==> src/rtl/arcade_input_pkg.sv <==
// Shared constants for the arcade input mux: PS/2 scancodes, key latch slots,
// joystick bit layout helpers and the SOCD mode encoding.
package arcade_input_pkg;

   // PS/2 set-2 scancodes recognised by the keyboard path
   localparam logic [7:0] SC_START1  = 8'h16;
   localparam logic [7:0] SC_START2  = 8'h1E;
   localparam logic [7:0] SC_COIN1   = 8'h2E;
   localparam logic [7:0] SC_COIN2   = 8'h36;
   localparam logic [7:0] SC_SERVICE = 8'h46;
   localparam logic [7:0] SC_UP      = 8'h75;
   localparam logic [7:0] SC_DOWN    = 8'h72;
   localparam logic [7:0] SC_LEFT    = 8'h6B;
   localparam logic [7:0] SC_RIGHT   = 8'h74;
   localparam logic [7:0] SC_BTN0    = 8'h14;
   localparam logic [7:0] SC_BTN1    = 8'h11;
   localparam logic [7:0] SC_BTN2    = 8'h29;

   // Slot of each key inside the key-state latch vector
   localparam int K_START1  = 0;
   localparam int K_START2  = 1;
   localparam int K_COIN1   = 2;
   localparam int K_COIN2   = 3;
   localparam int K_SERVICE = 4;
   localparam int K_UP      = 5;
   localparam int K_DOWN    = 6;
   localparam int K_LEFT    = 7;
   localparam int K_RIGHT   = 8;
   localparam int K_BTN0    = 9;
   localparam int K_BTN1    = 10;
   localparam int K_BTN2    = 11;
   localparam int NUM_KEYS  = 12;

   // Fixed part of the per-player 16-bit joystick word
   localparam int JOY_R    = 0;
   localparam int JOY_L    = 1;
   localparam int JOY_D    = 2;
   localparam int JOY_U    = 3;
   localparam int JOY_BTN0 = 4;

   // HPS download indexes
   localparam logic [7:0] IDX_HEADER = 8'd1;
   localparam logic [7:0] IDX_DIP    = 8'd254;

   typedef enum logic [1:0] {
      SOCD_PASS      = 2'd0,
      SOCD_NEUTRAL   = 2'd1,
      SOCD_LAST_WINS = 2'd2,
      SOCD_RSVD      = 2'd3
   } socd_mode_e;

   // Joystick bit positions that move with the button count
   function automatic int start_idx(input int nb);
      return nb + 4;
   endfunction

   function automatic int coin_idx(input int nb);
      return nb + 5;
   endfunction

   function automatic int pause_idx(input int nb);
      return nb + 7;
   endfunction

endpackage

==> src/rtl/coin_stretch.sv <==
// Stretches a coin request into a pulse of at least COIN_CYC clocks.
// The pulse lasts max(request length, COIN_CYC); new rising edges while the
// pulse is active are ignored. After reset the request must be seen low
// before a rising edge can start a pulse, so a held request never fires on
// reset release.
module coin_stretch
   import arcade_input_pkg::*;
#(
   parameter int COIN_CYC = 4915200
) (
   input  logic clk,
   input  logic rst_n,
   input  logic req,
   output logic coin_n
);

   localparam int              CNT_W   = $clog2(COIN_CYC + 1);
   localparam logic [CNT_W-1:0] CNT_MAX = CNT_W'(COIN_CYC);

   logic             req_prev_q, req_prev_d;
   logic             active_q, active_d;
   logic [CNT_W-1:0] cnt_q, cnt_d;

   // Edge detect, start the pulse, count up to COIN_CYC and hold while requested
   always_comb begin
      req_prev_d = req;
      active_d   = active_q;
      cnt_d      = cnt_q;
      if (!active_q) begin
         if (req && !req_prev_q) begin
            active_d = 1'b1;
            cnt_d    = CNT_W'(1);
         end
      end else begin
         if (cnt_q != CNT_MAX) begin
            cnt_d = cnt_q + 1'b1;
         end
         if ((cnt_q == CNT_MAX) && !req) begin
            active_d = 1'b0;
            cnt_d    = '0;
         end
      end
   end

   // Pulse state; previous-request flop resets high to block a release-time edge
   always_ff @(posedge clk or negedge rst_n) begin
      if (!rst_n) begin
         req_prev_q <= 1'b1;
         active_q   <= 1'b0;
         cnt_q      <= '0;
      end else begin
         req_prev_q <= req_prev_d;
         active_q   <= active_d;
         cnt_q      <= cnt_d;
      end
   end

   assign coin_n = ~active_q;

endmodule

==> src/rtl/arcade_input_mux.sv <==
// Merges PS/2 keyboard and per-player joysticks into active-low arcade
// inputs, with SOCD cleaning, coin pulse stretching, DIP switch storage
// loaded over the HPS download bus and ROM header flag capture.
module arcade_input_mux
   import arcade_input_pkg::*;
#(
   parameter int NUM_PLAYERS = 2,
   parameter int NUM_BUTTONS = 3,
   parameter int DIP_BANKS   = 3,
   parameter int COIN_CYC    = 4915200
) (
   input  logic                             clk_49m,
   input  logic                             reset,
   input  logic [10:0]                      ps2_key,
   input  logic [16*NUM_PLAYERS-1:0]        joystick,
   input  logic                             ioctl_wr,
   input  logic [7:0]                       ioctl_index,
   input  logic [24:0]                      ioctl_addr,
   input  logic [7:0]                       ioctl_dout,
   input  logic [1:0]                       socd_mode,
   output logic [4*NUM_PLAYERS-1:0]         dir_n,
   output logic [NUM_BUTTONS*NUM_PLAYERS-1:0] btn_n,
   output logic [NUM_PLAYERS-1:0]           start_n,
   output logic [NUM_PLAYERS-1:0]           coin_n,
   output logic                             service_n,
   output logic                             pause_req,
   output logic [8*DIP_BANKS-1:0]           dipsw,
   output logic [1:0]                       is_bootleg,
   output logic                             is_japan
);

   socd_mode_e mode;
   assign mode = socd_mode_e'(socd_mode);

   // ps2_key[8] (extended prefix) and the spare joystick bits are not decoded
   logic unused_bits;
   assign unused_bits = ^{ps2_key[8], joystick};

   // ---------------------------------------------------------------------
   // Keyboard latches
   // ---------------------------------------------------------------------
   logic                key_tog_q, key_tog_d;
   logic [NUM_KEYS-1:0] key_q, key_d;

   // Update the key latch addressed by the scancode whenever the strobe toggles
   always_comb begin
      key_tog_d = ps2_key[10];
      key_d     = key_q;
      if (ps2_key[10] != key_tog_q) begin
         case (ps2_key[7:0])
            SC_START1:  key_d[K_START1]  = ps2_key[9];
            SC_START2:  key_d[K_START2]  = ps2_key[9];
            SC_COIN1:   key_d[K_COIN1]   = ps2_key[9];
            SC_COIN2:   key_d[K_COIN2]   = ps2_key[9];
            SC_SERVICE: key_d[K_SERVICE] = ps2_key[9];
            SC_UP:      key_d[K_UP]      = ps2_key[9];
            SC_DOWN:    key_d[K_DOWN]    = ps2_key[9];
            SC_LEFT:    key_d[K_LEFT]    = ps2_key[9];
            SC_RIGHT:   key_d[K_RIGHT]   = ps2_key[9];
            SC_BTN0:    key_d[K_BTN0]    = ps2_key[9];
            SC_BTN1:    key_d[K_BTN1]    = ps2_key[9];
            SC_BTN2:    key_d[K_BTN2]    = ps2_key[9];
            default:    ;
         endcase
      end
   end

   // Keyboard contribution per player: player 0 gets everything, player 1
   // only start2/coin2, the rest get nothing
   logic [NUM_PLAYERS-1:0][3:0]             key_dir;
   logic [NUM_PLAYERS-1:0][NUM_BUTTONS-1:0] key_btn;
   logic [NUM_PLAYERS-1:0]                  key_start;
   logic [NUM_PLAYERS-1:0]                  key_coin;

   // Route key latches to the player inputs they belong to
   always_comb begin
      key_dir      = '0;
      key_btn      = '0;
      key_start    = '0;
      key_coin     = '0;
      key_dir[0]   = {key_q[K_UP], key_q[K_DOWN], key_q[K_LEFT], key_q[K_RIGHT]};
      key_btn[0]   = NUM_BUTTONS'(key_q[K_BTN2:K_BTN0]);
      key_start[0] = key_q[K_START1];
      key_start[1] = key_q[K_START2];
      key_coin[0]  = key_q[K_COIN1];
      key_coin[1]  = key_q[K_COIN2];
   end

   // ---------------------------------------------------------------------
   // Per-player path
   // ---------------------------------------------------------------------
   logic [NUM_PLAYERS-1:0][NUM_BUTTONS-1:0] all_btn;
   logic [NUM_PLAYERS-1:0]                  joy_pause;
   logic                                    japan_q, japan_d;

   for (genvar g = 0; g < NUM_PLAYERS; g++) begin : g_player
      localparam int BASE      = 16 * g;
      localparam int START_BIT = BASE + start_idx(NUM_BUTTONS);
      localparam int COIN_BIT  = BASE + coin_idx(NUM_BUTTONS);
      localparam int PAUSE_BIT = BASE + pause_idx(NUM_BUTTONS);

      // raw_dir bit order follows the joystick word: [3]U [2]D [1]L [0]R
      logic [3:0]             raw_dir;
      logic [NUM_BUTTONS-1:0] raw_btn;
      logic                   raw_start;
      logic                   raw_coin;

      assign raw_dir      = joystick[BASE +: 4] | key_dir[g];
      assign raw_btn      = joystick[BASE + JOY_BTN0 +: NUM_BUTTONS] | key_btn[g];
      assign raw_start    = joystick[START_BIT] | key_start[g];
      assign raw_coin     = joystick[COIN_BIT] | key_coin[g];
      assign joy_pause[g] = joystick[PAUSE_BIT];
      assign all_btn[g]   = raw_btn;

      // SOCD history: previous raw directions and per-axis owner of the
      // last rising edge (win[1]: 1 = D owns vertical, win[0]: 1 = R owns horizontal)
      logic [3:0] prev_q, prev_d;
      logic [1:0] win_q, win_d;
      logic [3:0] soc_dir;

      // Track the later rising edge per axis and resolve opposing directions
      always_comb begin
         prev_d = raw_dir;
         win_d  = win_q;
         if (raw_dir[JOY_U] && !prev_q[JOY_U]) begin
            win_d[1] = 1'b0;
         end else if (raw_dir[JOY_D] && !prev_q[JOY_D]) begin
            win_d[1] = 1'b1;
         end
         if (raw_dir[JOY_L] && !prev_q[JOY_L]) begin
            win_d[0] = 1'b0;
         end else if (raw_dir[JOY_R] && !prev_q[JOY_R]) begin
            win_d[0] = 1'b1;
         end

         soc_dir = raw_dir;
         if (mode == SOCD_NEUTRAL) begin
            if (raw_dir[JOY_U] && raw_dir[JOY_D]) soc_dir[3:2] = 2'b00;
            if (raw_dir[JOY_L] && raw_dir[JOY_R]) soc_dir[1:0] = 2'b00;
         end else if (mode == SOCD_LAST_WINS) begin
            if (raw_dir[JOY_U] && raw_dir[JOY_D]) soc_dir[3:2] = win_d[1] ? 2'b01 : 2'b10;
            if (raw_dir[JOY_L] && raw_dir[JOY_R]) soc_dir[1:0] = win_d[0] ? 2'b01 : 2'b10;
         end
      end

      // Japanese sets swap the last button between players 0 and 1
      logic [NUM_BUTTONS-1:0] btn_fin;
      if (g < 2) begin : g_swap
         // Take the partner player's last button when the Japan flag is set
         always_comb begin
            btn_fin = raw_btn;
            if (japan_q) begin
               btn_fin[NUM_BUTTONS-1] = all_btn[1-g][NUM_BUTTONS-1];
            end
         end
      end else begin : g_noswap
         assign btn_fin = raw_btn;
      end

      logic [3:0]             dir_n_q, dir_n_d;
      logic [NUM_BUTTONS-1:0] btn_n_q, btn_n_d;
      logic                   start_n_q, start_n_d;

      // Active-low output encoding, directions reordered to {D,U,R,L}
      always_comb begin
         dir_n_d   = ~{soc_dir[JOY_D], soc_dir[JOY_U], soc_dir[JOY_R], soc_dir[JOY_L]};
         btn_n_d   = ~btn_fin;
         start_n_d = ~raw_start;
      end

      // Per-player SOCD history and registered outputs
      always_ff @(posedge clk_49m or negedge reset) begin
         if (!reset) begin
            prev_q    <= '0;
            win_q     <= '0;
            dir_n_q   <= '1;
            btn_n_q   <= '1;
            start_n_q <= 1'b1;
         end else begin
            prev_q    <= prev_d;
            win_q     <= win_d;
            dir_n_q   <= dir_n_d;
            btn_n_q   <= btn_n_d;
            start_n_q <= start_n_d;
         end
      end

      assign dir_n[4*g +: 4]                     = dir_n_q;
      assign btn_n[NUM_BUTTONS*g +: NUM_BUTTONS] = btn_n_q;
      assign start_n[g]                          = start_n_q;

      coin_stretch #(
         .COIN_CYC (COIN_CYC)
      ) u_coin (
         .clk    (clk_49m),
         .rst_n  (reset),
         .req    (raw_coin),
         .coin_n (coin_n[g])
      );
   end

   // ---------------------------------------------------------------------
   // DIP switch bytes, dropped when the address is past the last bank
   // ---------------------------------------------------------------------
   logic dip_wr;
   assign dip_wr = ioctl_wr && (ioctl_index == IDX_DIP) && (ioctl_addr < 25'(DIP_BANKS));

   for (genvar k = 0; k < DIP_BANKS; k++) begin : g_dip
      logic [7:0] byte_q, byte_d;

      // Load this bank when the download bus addresses it
      always_comb begin
         byte_d = byte_q;
         if (dip_wr && (ioctl_addr == 25'(k))) begin
            byte_d = ioctl_dout;
         end
      end

      // Stored DIP byte
      always_ff @(posedge clk_49m or negedge reset) begin
         if (!reset) begin
            byte_q <= '0;
         end else begin
            byte_q <= byte_d;
         end
      end

      assign dipsw[8*k +: 8] = ~byte_q;
   end

   // ---------------------------------------------------------------------
   // Header flags, service and pause
   // ---------------------------------------------------------------------
   logic [1:0] bootleg_q, bootleg_d;
   logic       service_n_q, service_n_d;
   logic       pause_q, pause_d;

   // Capture header byte 0 on a write strobe; merge service and pause
   always_comb begin
      bootleg_d   = bootleg_q;
      japan_d     = japan_q;
      if (ioctl_wr && (ioctl_index == IDX_HEADER) && (ioctl_addr == '0)) begin
         bootleg_d = ioctl_dout[1:0];
         japan_d   = ioctl_dout[4];
      end
      service_n_d = ~key_q[K_SERVICE];
      pause_d     = |joy_pause;
   end

   // Shared registers: key latches, header flags, service and pause outputs
   always_ff @(posedge clk_49m or negedge reset) begin
      if (!reset) begin
         key_tog_q   <= 1'b0;
         key_q       <= '0;
         bootleg_q   <= '0;
         japan_q     <= 1'b0;
         service_n_q <= 1'b1;
         pause_q     <= 1'b0;
      end else begin
         key_tog_q   <= key_tog_d;
         key_q       <= key_d;
         bootleg_q   <= bootleg_d;
         japan_q     <= japan_d;
         service_n_q <= service_n_d;
         pause_q     <= pause_d;
      end
   end

   assign is_bootleg = bootleg_q;
   assign is_japan   = japan_q;
   assign service_n  = service_n_q;
   assign pause_req  = pause_q;

endmodule
==> config.mk <==
export PLATFORM = sky130hd
export DESIGN_NAME = arcade_input_mux
export DESIGN_NICKNAME = d
export VERILOG_FILES = /design/src/rtl/arcade_input_pkg.sv /design/src/rtl/coin_stretch.sv /design/src/rtl/arcade_input_mux.sv
export SDC_FILE = /design/constraint.sdc
export NUM_CORES = 1
export LEC_CHECK = 0
export BUFFER_PORTS_ARGS = -buffer_cell sky130_fd_sc_hd__buf_2
export CAP_MARGIN = 20
export CORE_MARGIN = 8
export CORE_UTILIZATION = 55
export CTS_CLUSTER_SIZE = 30
export DETAILED_ROUTE_END_ITERATION = 6
export GPL_TIMING_DRIVEN = 0
export PLACE_DENSITY = 0.81
export SETUP_SLACK_MARGIN = 0.5
export SYNTH_ARGS = -nofsm -noshare
export SYNTH_HDL_FRONTEND = slang
export SYNTH_HIERARCHICAL = 1
export SYNTH_SLANG_ARGS = --single-unit
==> constraint.sdc <==
create_clock -name clk_49m -period 4.3 [get_ports clk_49m]
set_input_delay 0.215 -clock clk_49m [delete_from_list [all_inputs] [get_ports clk_49m]]
set_output_delay 0.215 -clock clk_49m [all_outputs]
set_load 0.05 [all_outputs]
Yosys cells after proc, flatten, opt, wreduce, memory -nomap -nowiden

Index checks and enable logic that the tools add are counted.

RAM bits: 0
ROM bits: 0
Input port bits: 89
Register bits: 120
Logic and storage cells: 175
Memories kept: 0
Bits in latches: 0

Multiply operators: 0
Reductions and logical operators: 53
Order comparisons: 1
Div/mod/pow operators: 0
Bitwise gates (word level): 18
Equal/unequal tests: 25
Add/sub/neg operators: 2
Muxes and demuxes: 40
Shift operators: 0

Operators with widths:

| operator                                                                       | count |
|---|---|
| 23-bit 2-to-1 mux                                                              | 8 |
| 23-bit by 1-bit adder with 23-bit output (second input constant)               | 2 |
| 23-bit == test (second input constant)                                         | 2 |
| 23-bit inequality test (second input constant)                                 | 2 |
| 8-bit by 7-bit == test with 1-bit output (second input constant)               | 5 |
| 8-bit by 5-bit == test with 1-bit output (second input constant)               | 4 |
| 2-bit AND reduction                                                            | 14 |
| 25-bit by 1-bit == test with 1-bit output (second input constant)              | 1 |
| 25-bit by 2-bit == test with 1-bit output (second input constant)              | 1 |
| 25-bit zero test                                                               | 1 |
| 25-bit by 2-bit less-than comparator with 1-bit output (second input constant) | 1 |
| 8-bit by 6-bit == test with 1-bit output (second input constant)               | 3 |
| 2-bit 2-to-1 mux                                                               | 12 |
| 8-bit NOT                                                                      | 3 |
| 1-bit logical AND                                                              | 23 |
| 1-bit 2-to-1 mux                                                               | 16 |
| 4-bit 2-to-1 mux                                                               | 4 |
| 1-bit zero test                                                                | 12 |
| 8-bit by 1-bit == test with 1-bit output (second input constant)               | 1 |
| 8-bit == test (second input constant)                                          | 1 |
| 4-bit NOT                                                                      | 2 |
| 3-bit inequality test (second input constant)                                  | 2 |
| 3-bit NOT                                                                      | 2 |
| 1-bit NOT                                                                      | 5 |
| other kinds (8)                                                                | 12 |

Depth between registers and ports, before layout

Gate-level depths: netlist of the first run.

Depth after elaboration: 9
Depth in mapped cells: 8
Depth with buffers taken out: 7

By module

The synthesis of the first run kept the hierarchy.

Modules (own cells, without submodules):

| module           | sequential area each (um2) | area each (um2) | times used | cells an instance |
|---|---|---|---|---|
| arcade_input_mux | 1,773.0                    | 2,995.4         | 1          | 240 |
| coin_stretch     | 626.9                      | 1,457.6         | 2          | 161 |

Worst setup path before layout of the first run

Ideal clock, no wire load.

Path type: input to register
From: input port ioctl_addr[24]
To: register g_dip[1].byte_q[0]
Data arrival time: 1.723 ns
Cell stages on the path: 4
Path slack: 2.452 ns
Library setup time: 0.125 ns
Path through: nor4b_1 > nand4_2 > nor4_4 > mux2_2

Word-level cells in the longest chain between the ends: 3
Elaborated cells on any way between the ends: 4
Those cells by class: order compare (1); eq/ne (1); reduce/logical (2)

RTL lines:

| what                                                   | line                    | source |
|---|---|---|
| start, declared                                        | arcade_input_mux.sv:18  | `input logic [24:0] ioctl_addr,` |
| 25-bit by 2-bit less-than comparator with 1-bit output | arcade_input_mux.sv:206 | `assign dip_wr = ioctl_wr && (ioctl_index == IDX_DIP) && (ioctl_addr < 25'(DIP_BANKS));` |
| 1-bit logical AND                                      | arcade_input_mux.sv:206 |  |
| 1-bit logical AND (*)                                  | arcade_input_mux.sv:214 | `if (dip_wr && (ioctl_addr == 25'(k))) begin` |
| end signal, assigned                                   | arcade_input_mux.sv:224 | `byte_q <= byte_d;` |
| end, declared                                          | arcade_input_mux.sv:209 | `logic [7:0] byte_q, byte_d;` |

Every way passes the cells marked *; elsewhere a longest branch is shown, timed or not.
A chain may end at the register's enable or synchronous reset.

Worst setup path after layout of the first run

From: register g_player[1].u_coin.cnt_q[0]
To: register g_player[1].u_coin.cnt_q[22]

Word-level cells in the longest chain between the ends: 4
Elaborated cells on any way between the ends: 9
Those cells by class: add/sub (1); eq/ne (3); mux (3); reduce/logical (2)

RTL lines:

| what                                                                              | line                                   | source |
|---|---|---|
| start, declared                                                                   | coin_stretch.sv:22                     | `logic [CNT_W-1:0] cnt_q, cnt_d;` |
| start signal, assigned                                                            | coin_stretch.sv:54                     | `cnt_q <= cnt_d;` |
| 23-bit by 1-bit adder with 23-bit output / 23-bit == test (equally long branches) | coin_stretch.sv:36, coin_stretch.sv:38 |  |
| 23-bit 2-to-1 mux / 1-bit logical AND (equally long branches)                     | coin_stretch.sv:35, coin_stretch.sv:38 |  |
| 23-bit 2-to-1 mux / 3-bit inequality test (equally long branches)                 | n/a                                    |  |
| 23-bit 2-to-1 mux / 2-bit AND reduction (equally long branches)                   | n/a                                    |  |

Parallel ways exist; a longest one is shown, timed or not. The select of a mux whose other input is x is not followed.

==> summary.txt, run 1 <==
Global routing
  • Remaining Overflow, GRT: 0
  • Largest net degree at the start of global routing: 89
  • First-pass GRT wire length: 26.13 mm
  • Initial antenna violation count: 1
  • Total track usage: 22.52%
  • Vias in the first global route: 5403

STA
  • Setup Viol. Count Final: 0
  • Pins Over Slew Limit: 0
  • Max Clk Rate: 0.4420 GHz
  • Tightest Pin Transition: 0.7757 ns
  • Final setup TNS: 0 ns
  • Tcrit/Tclk final: 52.62%
  • RSZ-0062 raised after global routing: no
  • Fin crit period: 2.262 ns
  • Hold Vio Cnt, Final: 0
  • Relative slew slack: 48.10%
  • Worst Skew: 0.008861 ns

Synth
  • Post-synthesis xor/xnor area fraction: 0.1482%
  • Flops & latches, synth: 120
  • Mux cell area share after synthesis: 7.430%
  • Syn Std Cell Area: 5911 µm²
  • Mapped Nets: 655
  • Ys async rst share: 100.0%
  • Synth warnings: 6
  • Yosys top cell area share: 42.76%
  • Register area share after synthesis: 51.21%
  • Top post-synthesis cells by count: 101 x dfrtp_1, 53 x nand2_1, 45 x inv_1
  • Library cells used by synthesis: 51
  • Post-synth EDFFs: 0
  • Syn_area_per_cell: 10.52 µm²
  • Leading area contributor after synthesis: dfrtp_1
  • Synth Flop Type: dfrtp_1
  • Most common cell in the netlist: dfrtp_1
  • Mapped Cells: 562
  • Compound-Gate Fraction of Synth Area: 14.78%
  • Adder-cell share of the synthesized area: 0.8467%
  • Area contributors post-synth: dfrtp_1 43%, dfstp_2 8.4%, mux2_2 7.2%
  • Simple-Gate Fraction of Synth Area: 19.45%
  • Main combinational cell family by area after synthesis: simple AND/OR/NAND/NOR gates

Clock tree
  • Cts bufs inserted: 17
  • Clock transition at path regs: 0.06 ns
  • Clock network latency to the later pin of the worst-skew pair: 0.52 ns
  • Clk sink count: 120
  • H-tree depth: 4
  • Clk buf depth: 2
  • Clock root buffer master: clkbuf_8
  • TritonCTS clock tree: yes

Pwr
  • Int Power: 2.476 mW
  • Clock share of power: 41.3%
  • Leak: 3.611 nW
  • Worst vdd ir: 0.2834 mV
  • PD cells: 459.4 nW/µm²
  • NetSw: 1.044 mW
  • Share of power burned in registers: 41.4%
  • Switching Fraction: 29.67%
  • Combinational share of power: 17.4%
  • Overall power: 3.520 mW

Detailed routing
  • Post-route ant nets: 0
  • Post-Route M1 WL: 6.238 mm
  • Vias/cell: 5.906
  • Met3 Wirelength: 1.183 mm
  • Iteration-0 DRC Markers: 354
  • WL per Instance: 17.80 µm
  • Routed WL: 15.82 mm
  • Met2 wire len: 8.055 mm
  • DRC violations left: 0
  • Vias: 5250
  • Top sig layer: met5
  • First-pass DRT Iterations: 5

Placement
  • Post-DP HPWL: 10.55 mm
  • Placed cells: 825
  • Dpl cell area: 6730 µm²
  • Routability cong.: 0.8888
  • Port bufs: 122

Cells and area
  • Layout cells sized above 1: 34.31%
  • Layout net count: 829
  • Finished layout cell area: 7662 µm²
  • Layout area overhead: 29.64%
  • ANT cells: 0
  • Layout Cells excl Fill: 889
  • Final Util: 71.95%

Die
  • DIE HEIGHT: 119.7 µm
  • Core area: 10650 µm²
  • # IOs: 136
  • Initial Util: 55.50%
  • Die Width: 119.7 µm
  • Area of the die: 14320 µm²
  • Row count: 38

Setup path
  • Critical Path RT: 4.67 ns
  • Maximum fanout along the worst path: 10
  • Crit start category: register
  • Crit path DAT: 2.64 ns
  • Crit. End Element: register
  • Setup CP Type: reg2reg

Hold path
  • Min-Delay Path Class: in2reg

Flow run
  • Max-cap violations: 0

Run status
  • Outcome: finished, final reports clean
==> what timing repair did <==
action	in CTS	in global routing
endpoints found under the hold margin	166	0
hold buffers	32	0
resized for setup	0	0
buffers inserted	0	0
==> flip-flops by register name, summed over array words and instances (netlist names) <==
| signal | count |
|---|---|
| key_q | 12 |
| g_player.u_coin/active_q | 2 |
| g_player.btn_n_q | 6 |
| key_tog_q | 1 |
| g_dip.byte_q | 24 |
| is_bootleg | 2 |
| g_player.win_q | 4 |
| g_player.start_n_q | 2 |
| g_player.u_coin/req_prev_q | 2 |
| service_n | 1 |
| g_player.prev_q | 8 |
| is_japan | 1 |
| pause_req | 1 |
| g_player.dir_n_q | 8 |
| g_player.u_coin/cnt_q | 46 |
==> routing by layer <==
metal  vias up  track usage (%)
met2       235            38.39
met5         -                0
met4         2            9.055
met3        40            6.905
li1       2431                -
met1      2542            25.98
==> per-stage QoR <==
stage,worst slack [ns],hold slack [ns]
2_1_floorplan,2.452,-0.08059
3_3_place_gp,1.632,0.3234
3_5_place_dp,2.049,0.1206
4_1_cts,2.106,0.06945
5_1_grt,1.959,0.08809
6_report,2.038,0.09243
==> critical path, stage by stage (launching register included) <==
cell,delay (ns)
dfrtp_1,0.42
ha_1,0.23
nand3_1,0.11
nor2_1,0.62
nand4_1,0.25
o31ai_1,0.34
a31oi_1,0.15
==> power groups by stage <==
stage	sequential [mW]	clock (mW)	combinational, mW
finish	1.46	1.45	0.611
global route	1.48	1.53	0.681
CTS	1.45	1.47	0.606
detailed placement	1.46	0	0.580
global placement	1.45	0	0.546
floorplan	1.45	0	0.388
==> final cells by class <==
type | count | area [µm²]
fill | 741 | 2988
tap | 140 | 175.2
multi-input combinational | 372 | 2521
clock inverter | 13 | 170.2
sequential | 120 | 3027
clock buffer | 19 | 441.7
timing repair buffer | 155 | 964.7
inverter | 45 | 168.9
buffer | 25 | 193.9
==> cells in the final DEF, fill, tap and decap left out, types with 5 or more instances in the layout <==
cell	netlist	final
and3_1	10	10
o21ai_0	21	21
nor2b_1	6	6
clkbuf_16	0	16
o21a_1	6	6
a31oi_1	44	44
buf_6	8	9
clkbuf_2	6	6
inv_1	45	45
nand4_1	12	12
nand2b_1	14	14
dfrtp_1	101	101
a21oi_1	20	20
nor4b_1	8	8
or2_2	7	7
buf_4	8	8
dlygate4sd3_1	0	32
nand2_1	53	53
nand3_1	26	26
dfstp_2	19	19
nor4_1	14	14
a41oi_1	14	14
buf_2	2	123
and4_1	5	5
nand4b_1	5	5
nor2_1	16	16
mux2_2	38	38
==> kinds of logic after synthesis <==
kind of cell / after synthesis
AO/OA/AOI/OAI: 132
multiplexers: 39
buffers and inverters: 70
adder cells (fa/ha/maj): 4
XOR/XNOR: 1
AND/OR/NAND/NOR: 196
flip-flops: 120
==> worst paths after layout <==
kind / start / to / slack, ns / cells after the start
hold reg to reg: key_q[4] / service_n / 0.38 / 1
setup / recovery: g_player[1].u_coin/cnt_q[0] / g_player[1].u_coin/cnt_q[22] / 2.04 / 6
max in group asynchronous: reset / g_player[0].u_coin/req_prev_q / 3.40 / 3
setup reg to reg: g_player[1].u_coin/cnt_q[0] / g_player[1].u_coin/cnt_q[22] / 2.04 / 6
min in group asynchronous: reset / g_dip[1].byte_q[3] / 0.15 / 2
hold / removal: socd_mode[1] / g_player[0].dir_n_q[1] / 0.09 / 4
Power figures use the tool's default switching activity.
==> inputs of run 2 (changes only) <==
Settings changed: CORE_UTILIZATION 55 to 49, PLACE_DENSITY 0.81 to 0.76.
Clock period 4.3 ns to 1.9 ns, I/O delays scaled along.
==> run 2 against run 1 <==
Compared with the run above:
- the run now ends with setup timing left
- maximum frequency grew 8.0%
- core utilization up 0.40 points
- sequential cell count unchanged
- count of clock-buffer cells in the layout is 2 lower
- critical path depth down 1
- sequential power rose by 130%
- clock skew grew 0.00054 ns
- largest cell class is now multi-input gates
- largest power group unchanged
==> summary.txt, run 2 (synthesis results as in run 1) <==
Run status
  • Outcome: finished, violations left (was finished, final reports clean)
  • Failing checks: setup timing

Die
  • Row count: 40 (was 38)
  • Initial Util: 49.62% (was 55.50%)
  • Die Width: 125.8 µm (was 119.7 µm)
  • Core area: 11910 µm² (was 10650 µm²)
  • Area of the die: 15830 µm² (was 14320 µm²)
  • DIE HEIGHT: 125.8 µm (was 119.7 µm)
  • # IOs: 136 (unchanged)

Setup path
  • Maximum fanout along the worst path: 10 (unchanged)
  • Crit path DAT: 2.43 ns (was 2.64 ns)
  • Crit. End Element: register (unchanged)
  • Crit start category: register (unchanged)
  • Setup CP Type: reg2reg (unchanged)
  • Critical Path RT: 2.23 ns (was 4.67 ns)

Cells and area
  • Commonest non-fill, non-tap cells in the layout: 119 x buf_2, 98 x dfrtp_1, 52 x nand2_1 (was 123 x buf_2, 101 x dfrtp_1, 53 x nand2_1)
  • Finished layout cell area: 8617 µm² (was 7662 µm²)
  • Seq. cell area: 3030 µm² (was 3027 µm²)
  • Commonest non-fill, non-tap cell in the layout: buf_2 (unchanged)
  • Layout cells sized above 1: 44.77% (was 34.31%)
  • Multi-input gate area: 3172 µm² (was 2521 µm²)
  • Largest register by flop count: g_player.u_coin/cnt_q (unchanged)
  • Fill count: 732 (was 741)
  • Largest register FFs: 46 (unchanged)
  • Layout area overhead: 45.79% (was 29.64%)
  • Largest registers: g_player.u_coin/cnt_q x46, g_dip.byte_q x24, key_q x12 (unchanged)
  • Layout net count: 864 (was 829)

STA
  • WHS: 0.08137 ns (was 0.09243 ns)
  • Tcrit/Tclk final: 110.2% (was 52.62%)
  • Setup slack after layout: -0.1946 ns (was 2.038 ns)
  • Worst Skew: 0.009401 ns (was 0.008861 ns)
  • Fin crit period: 2.095 ns (was 2.262 ns)
  • Tightest Pin Transition: 0.7334 ns (was 0.7757 ns)
  • Hold Vio Cnt, Final: 0 (unchanged)
  • Max Clk Rate: 0.4774 GHz (was 0.4420 GHz)
  • RSZ-0062 raised after global routing: yes (was no)
  • Pins Over Slew Limit: 0 (unchanged)
  • Relative slew slack: 50.73% (was 48.10%)
  • Setup Viol. Count Final: 44 (was 0)
  • Final setup TNS: -5.642 ns (was 0 ns)

Global routing
  • First-pass GRT wire length: 28.60 mm (was 26.13 mm)
  • Total track usage: 22.29% (was 22.52%)
  • Remaining Overflow, GRT: 0 (unchanged)
  • Vias in the first global route: 5759 (was 5403)
  • Initial antenna violation count: 1 (unchanged)
  • Largest net degree at the start of global routing: 72 (was 89)

Clock tree
  • TritonCTS clock tree: yes (unchanged)
  • Clock network latency to the later pin of the worst-skew pair: 0.42 ns (was 0.52 ns)
  • Clock root buffer master: clkbuf_16 (was clkbuf_8)
  • Clk buf depth: 2 (unchanged)
  • H-tree depth: 4 (unchanged)
  • Clk sink count: 120 (unchanged)
  • Cts bufs inserted: 17 (unchanged)
  • Clock transition at path regs: 0.06 ns (about the same)

Detailed routing
  • First-pass DRT Iterations: 5 (unchanged)
  • WL per Instance: 20.78 µm (was 17.80 µm)
  • Routed WL: 19.37 mm (was 15.82 mm)
  • DRC violations left: 0 (unchanged)
  • Post-route ant nets: 0 (unchanged)
  • Vias: 5709 (was 5250)
  • Iteration-0 DRC Markers: 476 (was 354)
  • Vias/cell: 6.126 (was 5.906)

Placement
  • Port bufs: 122 (unchanged)
  • Dpl cell area: 6844 µm² (was 6730 µm²)
  • DP Worst Slack: -0.2540 ns (was 2.049 ns)
  • Post-DP HPWL: 10.46 mm (was 10.55 mm)
  • Routability cong.: 0.8697 (was 0.8888)

Pwr
  • PD cells: 990.1 nW/µm² (was 459.4 nW/µm²)
  • Worst vdd ir: 0.7243 mV (was 0.2834 mV)
  • Leak: 3.933 nW (was 3.611 nW)

Flow run
  • Max-cap violations: 0 (unchanged)

Hold path
  • Min-Delay Path Class: in2reg (unchanged)
==> run 2: cell types whose count changed in the layout (fill, tap and decap cells not counted), sizes merged <==
cell,delta
buf,+34
inv,+3
bufinv,-2
clkinv,+2
clkbuf,-1
clkinvlp,-1
diode,+1
==> run 2: final timing paths <==
kind	startpoint	endpoint	slack [ns]	cells past startpoint
max	g_player[1].u_coin/cnt_q[2]	g_player[1].u_coin/cnt_q[11]	-0.19	5
min reg2reg	key_q[4]	service_n	0.41	1
min in group asynchronous	reset	g_player[1].win_q[0]	0.18	2
min	joystick[8]	g_player[0].u_coin/active_q	0.08	4
max in group asynchronous	reset	g_player[1].btn_n_q[0]	1.00	3
max reg2reg	g_player[1].u_coin/cnt_q[2]	g_player[1].u_coin/cnt_q[11]	-0.19	5
==> run 2: layout make-up <==
| class | instances | share of cell area, % |
|---|---|---|
| flip-flops and latches | 120 | 35.17 |
| multi-input cells | 372 | 36.81 |
| diodes | 1 | 0.02904 |
| inverters | 45 | 1.960 |
| clock buffers | 17 | 4.937 |
| clock inverters | 15 | 1.670 |
| well taps | 147 | 2.134 |
| repair buffers | 190 | 14.75 |
| plain buffers | 25 | 2.541 |
==> run 2: per-stage QoR <==
stage                     power (mW)  util, %  instances
after floorplan                4.184        -        562
final                          8.531    72.34        932
after CTS                      8.135    69.99        926
after detailed placement       4.631    57.46        832
after global placement         4.545    57.17        831
after global routing           8.845    72.34        932
==> run 2: routing by layer <==
| metal | vias to the layer above | wire [µm] | global-route usage (%) |
|---|---|---|---|
| li1 | 2512 | - | - |
| met1 | 2789 | 7102 | 24.00 |
| met2 | 336 | 10280 | 39.32 |
| met3 | 72 | 1206 | 5.570 |
| met4 | 0 | 778 | 12.67 |
| met5 | - | 0 | 0 |
==> run 2: critical path, cell delays in order, from the launching register on <==
cell     delay (ns)
dfrtp_1        0.51
nor4_4         0.31
nand4_1        0.23
o41a_1         0.58
buf_6          0.20
a31oi_1        0.18
==> run 2: timing repair <==
item                       in CTS  in global routing
buffers inserted               26                  5
cloned                          4                  0
gates resized for setup        77                 46
pin swaps                      28                 23
setup endpoints to repair      84                 86
hold buffers                   32                  0
hold endpoints to repair      106                  0
==> run 2: power by group <==
group          leakage [nW]  internal, mW  switching, mW
Clock                 0.279          1.82           1.28
Sequential             1.48          2.92          0.447
Combinational          2.17         0.928           1.13
Total                  3.93          5.67           2.86
